**src/rtl/spi_tx_queue.sv**
```systemverilog
// Byte queue feeding the SPI slave MISO path: 32-bit words are serialized MSB-first into a byte FIFO.
// Latency: a word accepted at edge N shows its first byte on spi_din after N+1; busy while serializing or low on space.
module spi_tx_queue #(
    parameter int          DEPTH_LOG2 = 4,
    parameter logic [7:0]  IDLE_BYTE  = 8'hFF
) (
    input  logic                  clk,
    input  logic                  rst,
    input  logic                  flush,
    input  logic [31:0]           s_data,
    input  logic                  s_drdy,
    input  logic                  spi_done,
    output logic [7:0]            spi_din,
    output logic                  busy,
    output logic                  empty,
    output logic [DEPTH_LOG2:0]   level,
    output logic                  overflow,
    output logic                  underflow
);

    localparam int DEPTH = 1 << DEPTH_LOG2;
    localparam int LW    = DEPTH_LOG2 + 1;
    // Highest level at which a whole 4-byte word still fits.
    localparam logic [DEPTH_LOG2:0] MAX_ACCEPT = LW'(DEPTH - 4);

    typedef enum logic {IDLE, PUSH} state_t;

    state_t                  state;
    logic [1:0]              idx;
    logic [31:0]             word_q;
    logic [7:0]              mem [DEPTH];
    logic [DEPTH_LOG2-1:0]   wr_ptr;
    logic [DEPTH_LOG2-1:0]   rd_ptr;
    logic                    wr_en;
    logic                    pop;
    logic [7:0]              wr_byte;

    assign wr_en   = (state == PUSH) && !flush;
    assign pop     = spi_done && (level != '0) && !flush;
    assign busy    = (state == PUSH) || (level > MAX_ACCEPT);
    assign empty   = (level == '0);
    assign spi_din = empty ? IDLE_BYTE : mem[rd_ptr];

    always_comb begin
        wr_byte = word_q[31:24];
        case (idx)
            2'd0: wr_byte = word_q[31:24];
            2'd1: wr_byte = word_q[23:16];
            2'd2: wr_byte = word_q[15:8];
            2'd3: wr_byte = word_q[7:0];
            default: wr_byte = word_q[31:24];
        endcase
    end

    // Storage needs no reset; level gates every read of it.
    always_ff @(posedge clk) begin
        if (wr_en)
            mem[wr_ptr] <= wr_byte;
    end

    always_ff @(posedge clk or posedge rst) begin
        if (rst) begin
            state     <= IDLE;
            idx       <= 2'd0;
            word_q    <= 32'd0;
            wr_ptr    <= '0;
            rd_ptr    <= '0;
            level     <= '0;
            overflow  <= 1'b0;
            underflow <= 1'b0;
        end else begin
            overflow  <= 1'b0;
            underflow <= 1'b0;
            if (flush) begin
                state  <= IDLE;
                idx    <= 2'd0;
                wr_ptr <= '0;
                rd_ptr <= '0;
                level  <= '0;
            end else begin
                case (state)
                    IDLE: begin
                        if (s_drdy) begin
                            if (busy) begin
                                overflow <= 1'b1;
                            end else begin
                                word_q <= s_data;
                                idx    <= 2'd0;
                                state  <= PUSH;
                            end
                        end
                    end
                    PUSH: begin
                        idx <= idx + 2'd1;
                        if (idx == 2'd3)
                            state <= IDLE;
                    end
                    default: state <= IDLE;
                endcase

                if (wr_en)
                    wr_ptr <= wr_ptr + 1'b1;
                if (pop)
                    rd_ptr <= rd_ptr + 1'b1;
                level <= level + LW'(wr_en) - LW'(pop);

                if (spi_done && (level == '0))
                    underflow <= 1'b1;
            end
        end
    end

endmodule

```
**config.mk**
```make
export PLATFORM = sky130hd
export DESIGN_NAME = spi_tx_queue
export DESIGN_NICKNAME = d
export VERILOG_FILES = /design/src/rtl/spi_tx_queue.sv
export SDC_FILE = /design/constraint.sdc
export NUM_CORES = 1
export LEC_CHECK = 0
export ABC_AREA = 1
export CAP_MARGIN = 25
export CORE_MARGIN = 2
export CORE_UTILIZATION = 59
export DETAILED_ROUTE_END_ITERATION = 6
export PLACE_DENSITY_LB_ADDON = 0.25
export SETUP_SLACK_MARGIN = 0.4
export SYNTH_ARGS = -nofsm -noshare
export SYNTH_HDL_FRONTEND = slang
export SYNTH_SLANG_ARGS = --single-unit
```
**constraint.sdc**
```tcl
create_clock -name clk -period 3.1 [get_ports clk]
set_clock_uncertainty 0.2 [all_clocks]
set_input_delay 0.465 -clock clk [delete_from_list [all_inputs] [get_ports clk]]
set_output_delay 0.465 -clock clk [all_outputs]
set_load 0.01 [all_outputs]
```
==> flow_summary.toml, run 1 <==
[timing]
rsz0062_at_grt = "true"
finalCritPeriodShare = 0.938
finalHoldViolations = 0
setup_viol = 0
worst_slew_pin_slew_ns = 0.673
fmax_ghz = 0.344
slew_headroom = 0.550
setup_ws_ns = 0.191
drv_slew = 0
fin_crit_ns = 2.91

[global_route]
grt_pass1_vias = 5809
grt_first_pass_wirelength_um = 29100
overflow = 0
grt_max_degree = 44
antenna_found_initial = 0
grt_usage = 0.265

[cells_and_area]
area_growth_pct = 20.6
diodes = 0
drive_gt1_frac = 0.142
fin_nets = 959
utilization = 0.733

[placement]
place.gp.congestion = 0.922
numPortBuffers = 53
place_ws_ns = -0.127
hpwlAfterDp_um = 12200

[setup_path]
critPathLaunchType = "flop"
crit_required_ns = 2.43
path_class = "flop to primary output"
endpoint_kind = "primary output"
critPathArrivalTime_ns = 2.24
path_max_fanout = 16

[power]
ir_drop_mv = 0.495
leakage_nw = 4.33
powerDensity_nw_per_um2 = 856

[route]
wl_per_cell_um = 16.9
drc = 0
vias_per_cell = 5.41
ant_nets = 0
drt_iter0_drc = 721
vias = 5916
wl_um = 18500
first_pass_iters = 6

[clock_tree]
cts_sinks = 178
clockRootBuffer = "clkbuf_16"
hold_buffers = 0
cts.clk_slew.worst_paths_ns = 0.07
clock_latency_ns = 0.43
cts_buffers = 17
cts.htree.levels = 4
tritoncts = "yes"
cts_buffer_depth = 2

[yosys]
synth.avg_cell_area_um2 = 9.89
synth.largest_area_cell = "edfxtp_1"
syn_nets = 876
yosysTopAreaCellShare = 0.474
ys_top_cells_by_area = "edfxtp_1 47%, dfrtp_1 15%, nand2_1 12%, nand3_1 5.9%, inv_1 5.5%"
syn_area_um2 = 8120
ys_warn_count = 0
netlist_instances = 821
synth-seq-cells = 178
yosysUniqueCellTypes = 27
ys_seq_area_frac = 0.628

[floorplan]
chipWidth_um = 121
core_area_um2 = 13300
initial_core_util = 0.608
row_count = 42
io_pins = 54
die_h_um = 121
fp.dieArea_um2 = 14700

[min_path]
worst_hold_path_type = "input pin to asynchronous set/reset pin"

[job]
max-cap-violations = 0

[run_status]
outcome = "finished, final reports clean"
repair_timing:
action                                  4_1_cts  5_1_grt
buffers inserted                              7        5
endpoints found under the setup margin        9       10
pin swaps                                     2        7
gates resized for setup                      15       27
cloned                                        0        2
worst max-delay path, cell delays in order, from the launching register on:
cell and delay (ns):
dfrtp_2 0.47, inv_6 0.13, buf_12 0.16, nand2_1 0.06, nand2_1 0.08, nand2_1 0.05, nand3_1 0.09, nand3_1 0.12
nand3_1 0.11, clkdlybuf4s50_1 0.54
final timing paths:
check / from / end / slack, ns / cells after the start
worst min-delay path: rst / level[2] / 0.06 / 2
worst min register to register: word_q[6] / word_q[6] / 0.29 / 2
max in group asynchronous: rst / rd_ptr[0] / 2.15 / 3
min in group clk: word_q[6] / word_q[6] / 0.29 / 2
worst max register to register: level[3] / level[4] / 0.50 / 16
worst max-delay path: rd_ptr[0] / spi_din[4] / 0.19 / 9
area by class of cell:
class                   count  area [µm²]
clock buffers              17         425
inverters                 124         473
flip-flops and latches    178        5100
repair buffers            102        1030
clock inverters            15         161
fillers                   933        3560
well taps                 176         220
multi-input cells         481        2370
sequential cells by signal, summed over array words and instances, names as in the netlist:
| name | cells |
|---|---|
| mem | 128 |
| word_q | 32 |
| level | 5 |
| rd_ptr | 4 |
| wr_ptr | 4 |
| idx | 2 |
| overflow | 1 |
| state | 1 |
| underflow | 1 |
cells in the final DEF, fill, tap and decap left out, types with 3 or more instances in the layout:
master           instances
a32oi_1                  7
inv_2                    7
dfrtp_2                  4
nand2_1                261
clkbuf_16               19
dfrtp_1                 46
ha_1                    14
inv_1                  113
buf_6                    3
nor2_1                  28
nand3_1                 94
nor2_4                   3
a21oi_2                  8
buf_4                   38
o21ai_2                 15
inv_6                    3
o21ai_1                  3
dlymetal6s2s_1           8
o21ai_0                 21
clkdlybuf4s50_1         45
edfxtp_1               128
a21oi_1                 14
nor2_2                   3
clkinvlp_4               4
buf_12                   5
clkinv_4                 5
cells in the mapped netlist (all sizes together):
cell type	n
nand2	262
edfxtp	128
inv	122
nand3	96
dfrtp	50
o21ai	39
nor2	34
buf	33
a21oi	22
ha	17
a32oi	7
clkbuf	5
clkinv	2
nor3	2
fa	1
nand4	1
through the flow:
stage | instances | TNS (ns) | cell area (µm²) | power [mW] | hold WS (ns)
after CTS | 1086 | 0 | 9610 | 8.20 | 0.0476
after floorplan | 821 | 0 | 8120 | 4.90 | 0.253
final | 1093 | 0 | 9790 | 8.37 | 0.0600
after global routing | 1093 | 0 | 9790 | 8.80 | 0.0932
after global placement | 1047 | 0 | 8930 | 5.88 | 0.267
after detailed placement | 1047 | -0.127 | 8930 | 6.00 | 0.272
cell families after synthesis:
| family | synth area share |
|---|---|
| adders and majority gates | 0.0287 |
| buffers and inverters | 0.0871 |
| DFF | 0.628 |
| and+or+nand+nor | 0.201 |
| AOI/OAI and AO/OA | 0.0553 |
power breakdown:
part,switching (mW),total (mW),internal [mW]
logic,1.80,2.92,1.11
clock network,0.908,2.10,1.19
registers,0.186,3.36,3.17
metal layers:
metal | share of wire | wire [µm] | track usage | vias up
met5 | 0 | 0 | 0 | -
met4 | 0.038 | 695 | 0.127 | 0
met3 | 0.061 | 1130 | 0.0564 | 48
met2 | 0.49 | 9130 | 0.430 | 220
li1 | - | - | - | 2815
met1 | 0.41 | 7560 | 0.342 | 2833
Power figures use the tool's default switching activity.
==> run 2, diff against run 1 <==
--- a/config.mk
+++ b/config.mk
@@ -10,7 +10,7 @@
 export CORE_MARGIN = 2
 export CORE_UTILIZATION = 59
 export DETAILED_ROUTE_END_ITERATION = 6
-export PLACE_DENSITY_LB_ADDON = 0.25
+export PLACE_DENSITY = 0.86
 export SETUP_SLACK_MARGIN = 0.4
 export SYNTH_ARGS = -nofsm -noshare
 export SYNTH_HDL_FRONTEND = slang
==> flow_summary.toml, run 2 (synthesis results as in run 1) <==
[run_status]
outcome = "finished, final reports clean"

[cells_and_area]
largest_reg_flops = 128
drive_gt1_frac = 0.145
utilization = 0.727
diodes = 0
fill_cells = 871
final_cell_mix = "261 x nand2_1, 128 x edfxtp_1, 113 x inv_1"
area_growth_pct = 19.6
fin_nets = 958
top_register = "mem"
final_common_cell = "nand2_1"
top_regs = "mem (128), word_q (32), level (5)"

[job]
max-cap-violations = 0

[min_path]
worst_hold_path_type = "input pin to flop"
whs_endpoint = "level[0]"
hold_depth = 2
hp-start = "flush"

[setup_path]
rr_endpoint = "level[4]"
cp_slowest_cell = "dfrtp_2"
critPathArrivalTime_ns = 1.99
slowest_delay_ns = 0.48
path_max_fanout = 16
cp_num_buf_inv = 3
r2r_slack_ns = 0.47
worstRegToRegCells = 16
r2r_start = "level[2]"
crit_required_ns = 2.43
endpoint_kind = "primary output"
worstPathCellList = "inv_8 -> buf_8 -> nand2_1 -> nand2_1 -> nand2_1 -> nand3_1 -> nand3_1 -> nand3_1 -> dlygate4sd2_1"
critPathLaunchType = "flop"
path_class = "flop to primary output"
critical-path-top-delay-family = "buffers and inverters"

[route]
ant_nets = 0
vias_per_cell = 5.52
wl_um = 19400
vias = 6029
drt_iter0_drc = 610
drc = 0
first_pass_iters = 5
wl_per_cell_um = 17.8

[floorplan]
io_pins = 54
initial_core_util = 0.608
row_count = 42
fp.dieArea_um2 = 14700
chipWidth_um = 121
core_area_um2 = 13300
die_h_um = 121

[clock_tree]
cts_sinks = 178
cts.clk_slew.worst_paths_ns = 0.07
cts_buffer_depth = 2
clockRootBuffer = "clkbuf_16"
cts_buffers = 17
cts.htree.levels = 4
clock_latency_ns = 0.44
tritoncts = "yes"

[power]
p_int_mw = 5.40
p_switching_mw = 2.86
power_mw = 8.26
ir_drop_mv = 0.561
leakage_nw = 4.29
power.share.switching = 0.347
seqPwrFrac = 0.408
powerDensity_nw_per_um2 = 851
p_comb_frac = 0.344
pwr-share-clk = 0.248

[timing]
finalHoldViolations = 0
drv_slew = 0
finalCritPeriodShare = 0.858
finalSetupTns_ns = 0
rsz0062_at_grt = "true"
slew_headroom = 0.507
fin_crit_ns = 2.66
setup_viol = 0
fmax_ghz = 0.376
worst_slew_pin_slew_ns = 0.737
holdWs_ns = 0.190

[global_route]
grt_pass1_vias = 5799
overflow = 0
antenna_found_initial = 0
grt_max_degree = 66
grt_usage = 0.277
grt_first_pass_wirelength_um = 30200

[placement]
hpwlAfterDp_um = 11700
numPortBuffers = 53
place.gp.congestion = 0.941
-- run 2: how the worst max path moves through the flow --
stage / to / start / cells after the start / slack (ns)
floorplan: level[4] / level[2] / 16 / 0.43
detailed placement: level[4] / flush / 15 / -0.07
finish: spi_din[1] / rd_ptr[0] / 9 / 0.44
global route: level[4] / level[2] / 16 / 0.32
CTS: spi_din[3] / rd_ptr[0] / 7 / 0.20
global placement: level[4] / flush / 15 / 0.11
-- run 2: final cells by class --
type                    instances  area (µm²)  area share
clock buffers                  20         437      0.0450
well taps                     176         220      0.0227
inverters                     124         478      0.0492
clock inverters                12         119      0.0122
flip-flops and latches        178        5100       0.525
multi-input cells             481        2380       0.246
repair buffers                101         968      0.0998
-- run 2: worst register-to-register path, stage by stage, from the launching register on --
cell and delay (ns):
dfrtp_1 0.40, inv_2 0.10, ha_4 0.14, nand3_2 0.08, inv_2 0.07, nor2_2 0.04
ha_1 0.27, inv_1 0.07, ha_2 0.19, inv_2 0.04, fa_2 0.34, inv_2 0.09
nand2_1 0.08, a21oi_2 0.17, nor2_1 0.06, o21ai_1 0.14, nor2_1 0.05
-- run 2: per-stage QoR --
stage	setup slack, ns	std cells	cell area (µm²)
finish	0.440	1092	9710
CTS	0.202	1086	9590
global route	0.320	1092	9710
detailed placement	-0.0707	1048	8920
global placement	0.110	1048	8920
floorplan	0.429	821	8120
-- run 2: what timing repair did --
item,CTS,global route
hold buffers,0,0
pin swaps,0,4
gates resized for setup,25,31
setup endpoints to repair,9,10
setup buffers,5,6
cloned,1,0
-- run 2: layer usage --
layer / global-route usage / share of wire / vias to the layer above / wire length [µm]
li1: - / - / 2817 / -
met1: 0.348 / 0.38 / 2841 / 7470
met2: 0.461 / 0.51 / 314 / 9990
met3: 0.0606 / 0.068 / 57 / 1320
met4: 0.126 / 0.033 / 0 / 640
met5: 0 / 0 / - / 0
-- run 2: power by group through the flow --
stage          logic (mW)  registers (mW)  clock network, mW
2_1_floorplan        1.54            3.36                  0
3_3_place_gp         2.43            3.37                  0
3_5_place_dp         2.54            3.39                  0
4_1_cts              2.66            3.35               2.06
5_1_grt              3.09            3.39               2.17
6_report             2.84            3.37               2.05
==> run 3, diff against run 2 <==
--- a/config.mk
+++ b/config.mk
@@ -5,7 +5,7 @@
 export SDC_FILE = /design/constraint.sdc
 export NUM_CORES = 1
 export LEC_CHECK = 0
-export ABC_AREA = 1
+export ABC_CLOCK_PERIOD_IN_PS = 3100
 export CAP_MARGIN = 25
 export CORE_MARGIN = 2
 export CORE_UTILIZATION = 59
==> flow_summary.toml, run 3 <==
[run_status]
outcome = "finished, final reports clean"

[yosys]
yosysMostFrequentCell = "edfxtp_1"
synth.avg_cell_area_um2 = 17.1
ys_top_cells_by_area = "edfxtp_1 50%, dfrtp_1 16%, mux4_2 7.1%, mux2_4 5.7%, mux2i_1 4.3%"
synth_top_family_by_area = "multiplexers"
synth-seq-cells = 178
synthMuxAreaShare = 0.175
ys_seq_area_frac = 0.666
synth_compound_area_frac = 0.0401
yosys.area_share.simple = 0.0502
synth-xor-area-share = 0.00916
synthAdderAreaFrac = 0.0304
syn_area_um2 = 7650
ys_warn_count = 0
syn_nets = 502
yosysTopAreaCellShare = 0.503
synth_flop_cell = "edfxtp_1"
synth-async-reset-ratio = 0.281
yosysUniqueCellTypes = 42
netlist_instances = 447
synth.largest_area_cell = "edfxtp_1"
synth_top_cells_by_count = "128 x edfxtp_1, 50 x dfrtp_1, 33 x mux2i_1"
synth-edff-count = 128

[setup_path]
crit_start = "rd_ptr[0]"
critPathArrivalTime_ns = 2.25
critPathLaunchType = "flop"
path_class = "flop to primary output"
worstRegToRegCells = 14
path_max_fanout = 7
rr_endpoint = "level[4]"
crit_required_ns = 2.43
r2r_slack_ns = 0.32
r2r_start = "level[2]"
endpoint_kind = "primary output"

[route]
vias_per_cell = 5.93
wl_met1_um = 6520
drc = 0
wl_um = 16100
ant_nets = 0
route.met2.wl_um = 8370
dr_wl_met3_um = 973
first_pass_iters = 5
wl_per_cell_um = 22.3
drt_iter0_drc = 380
dr.max_layer_used = "met4"
vias = 4299

[power]
ir_drop_mv = 0.517
powerDensity_nw_per_um2 = 895
leakage_nw = 3.58

[placement]
hpwlAfterDp_um = 9680
place.gp.congestion = 0.798
place_ws_ns = 0.0614
numPortBuffers = 53

[cells_and_area]
final_cell_mix = "128 x edfxtp_1, 46 x dfrtp_1, 43 x clkdlybuf4s50_1"
area_growth_pct = 24.2
diodes = 0
top_register = "mem"
final_common_cell = "edfxtp_1"
fin_nets = 595
largest_reg_flops = 128
top_regs = "mem (128), word_q (32), level (5)"
drive_gt1_frac = 0.327
fill_cells = 740

[timing]
finalCritPeriodShare = 0.939
setup_ws_ns = 0.188
worst_slew_pin_slew_ns = 0.727
rsz0062_at_grt = "true"
setup_viol = 0
holdWs_ns = 0.153
finalHoldViolations = 0
fmax_ghz = 0.343
finalSetupTns_ns = 0
drv_slew = 0
fin_crit_ns = 2.91
slew_headroom = 0.515

[floorplan]
chipWidth_um = 118
die_h_um = 118
row_count = 41
core_area_um2 = 12600
fp.dieArea_um2 = 13900
io_pins = 54
initial_core_util = 0.606

[global_route]
grt_first_pass_wirelength_um = 25000
grt_usage = 0.242
overflow = 0
antenna_found_initial = 0
grt_max_degree = 34
grt_pass1_vias = 4492

[clock_tree]
cts.clk_slew.worst_paths_ns = 0.07
cts.htree.levels = 4
cts_buffer_depth = 2
tritoncts = "yes"
clockRootBuffer = "clkbuf_16"
cts_buffers = 17
clock_latency_ns = 0.42
cts_sinks = 178

[job]
max-cap-violations = 0

[min_path]
worst_hold_path_type = "input pin to asynchronous set/reset pin"
[run 3: cell count changes after synthesis, moves of 24 or more]
cell,change
mux4_2,+24
mux2i_1,+33
inv_1,-97
mux2_4,+29
nand2_1,-256
nand3_1,-92
[run 3: where the power goes]
group / total (mW) / switching, mW / internal, mW / leakage (nW)
registers: 3.38 / 0.223 / 3.16 / 1.77
clock network: 2.18 / 0.849 / 1.33 / 0.291
logic: 2.93 / 1.43 / 1.50 / 1.52
[run 3: layout make-up]
type	count	area (µm²)	area share
multi-input combinational	223	2540	0.268
clock buffer	19	433	0.0456
inverter	23	91.3	0.00962
sequential	178	5100	0.537
timing repair buffer	97	943	0.0993
clock inverter	13	166	0.0175
tap	172	215	0.0227
[run 3: stage by stage]
step	std cells	power (mW)	instance area (µm²)	util
6_report	725	8.50	9500	0.753
5_1_grt	725	8.83	9500	0.753
4_1_cts	715	8.33	9310	0.738
3_5_place_dp	664	5.81	8420	0.667
3_3_place_gp	660	5.64	8390	0.665
2_1_floorplan	447	4.94	7690	-
[run 3: worst max-delay path by stage]
stage          slack (ns)         end  cells past startpoint
2_1_floorplan        0.11    level[4]                     15
3_3_place_gp         0.21    level[4]                     14
3_5_place_dp         0.06    level[4]                     14
4_1_cts              0.22  spi_din[4]                      6
5_1_grt              0.13  spi_din[1]                      9
6_report             0.19  spi_din[1]                      9
[run 3: what timing repair did]
| action | CTS | global route |
|---|---|---|
| hold buffers | 0 | 0 |
| buffers inserted | 17 | 8 |
| resized for setup | 72 | 21 |
| hold endpoints to repair | 0 | 0 |
| pin swaps | 12 | 11 |
| setup endpoints to repair | 14 | 40 |
| cloned | 2 | 1 |
[run 3: cell families (layout without fill, tap and decap cells)]
family / count (synthesis) / in the layout
adder cells (fa/ha/maj): 18 / 18
buffers and inverters: 47 / 152
flip-flops: 178 / 178
XOR/XNOR: 8 / 8
AO/OA/AOI/OAI: 42 / 42
AND/OR/NAND/NOR: 65 / 66
multiplexers: 89 / 89
[run 3: critical path, cell delays in order, from the launching register on]
cell     delay, ns
dfrtp_2       0.48
buf_6         0.15
buf_12        0.11
buf_16        0.13
nor2b_4       0.22
buf_6         0.13
a22oi_2       0.07
a31oi_1       0.25
o21ai_1       0.11
buf_2         0.18
[run 3: layer usage]
metal  up-vias  global-route usage
li1       1898                   -
met1      2200               0.311
met2       181               0.410
met3        20              0.0596
met4         0              0.0715
met5         -                   0
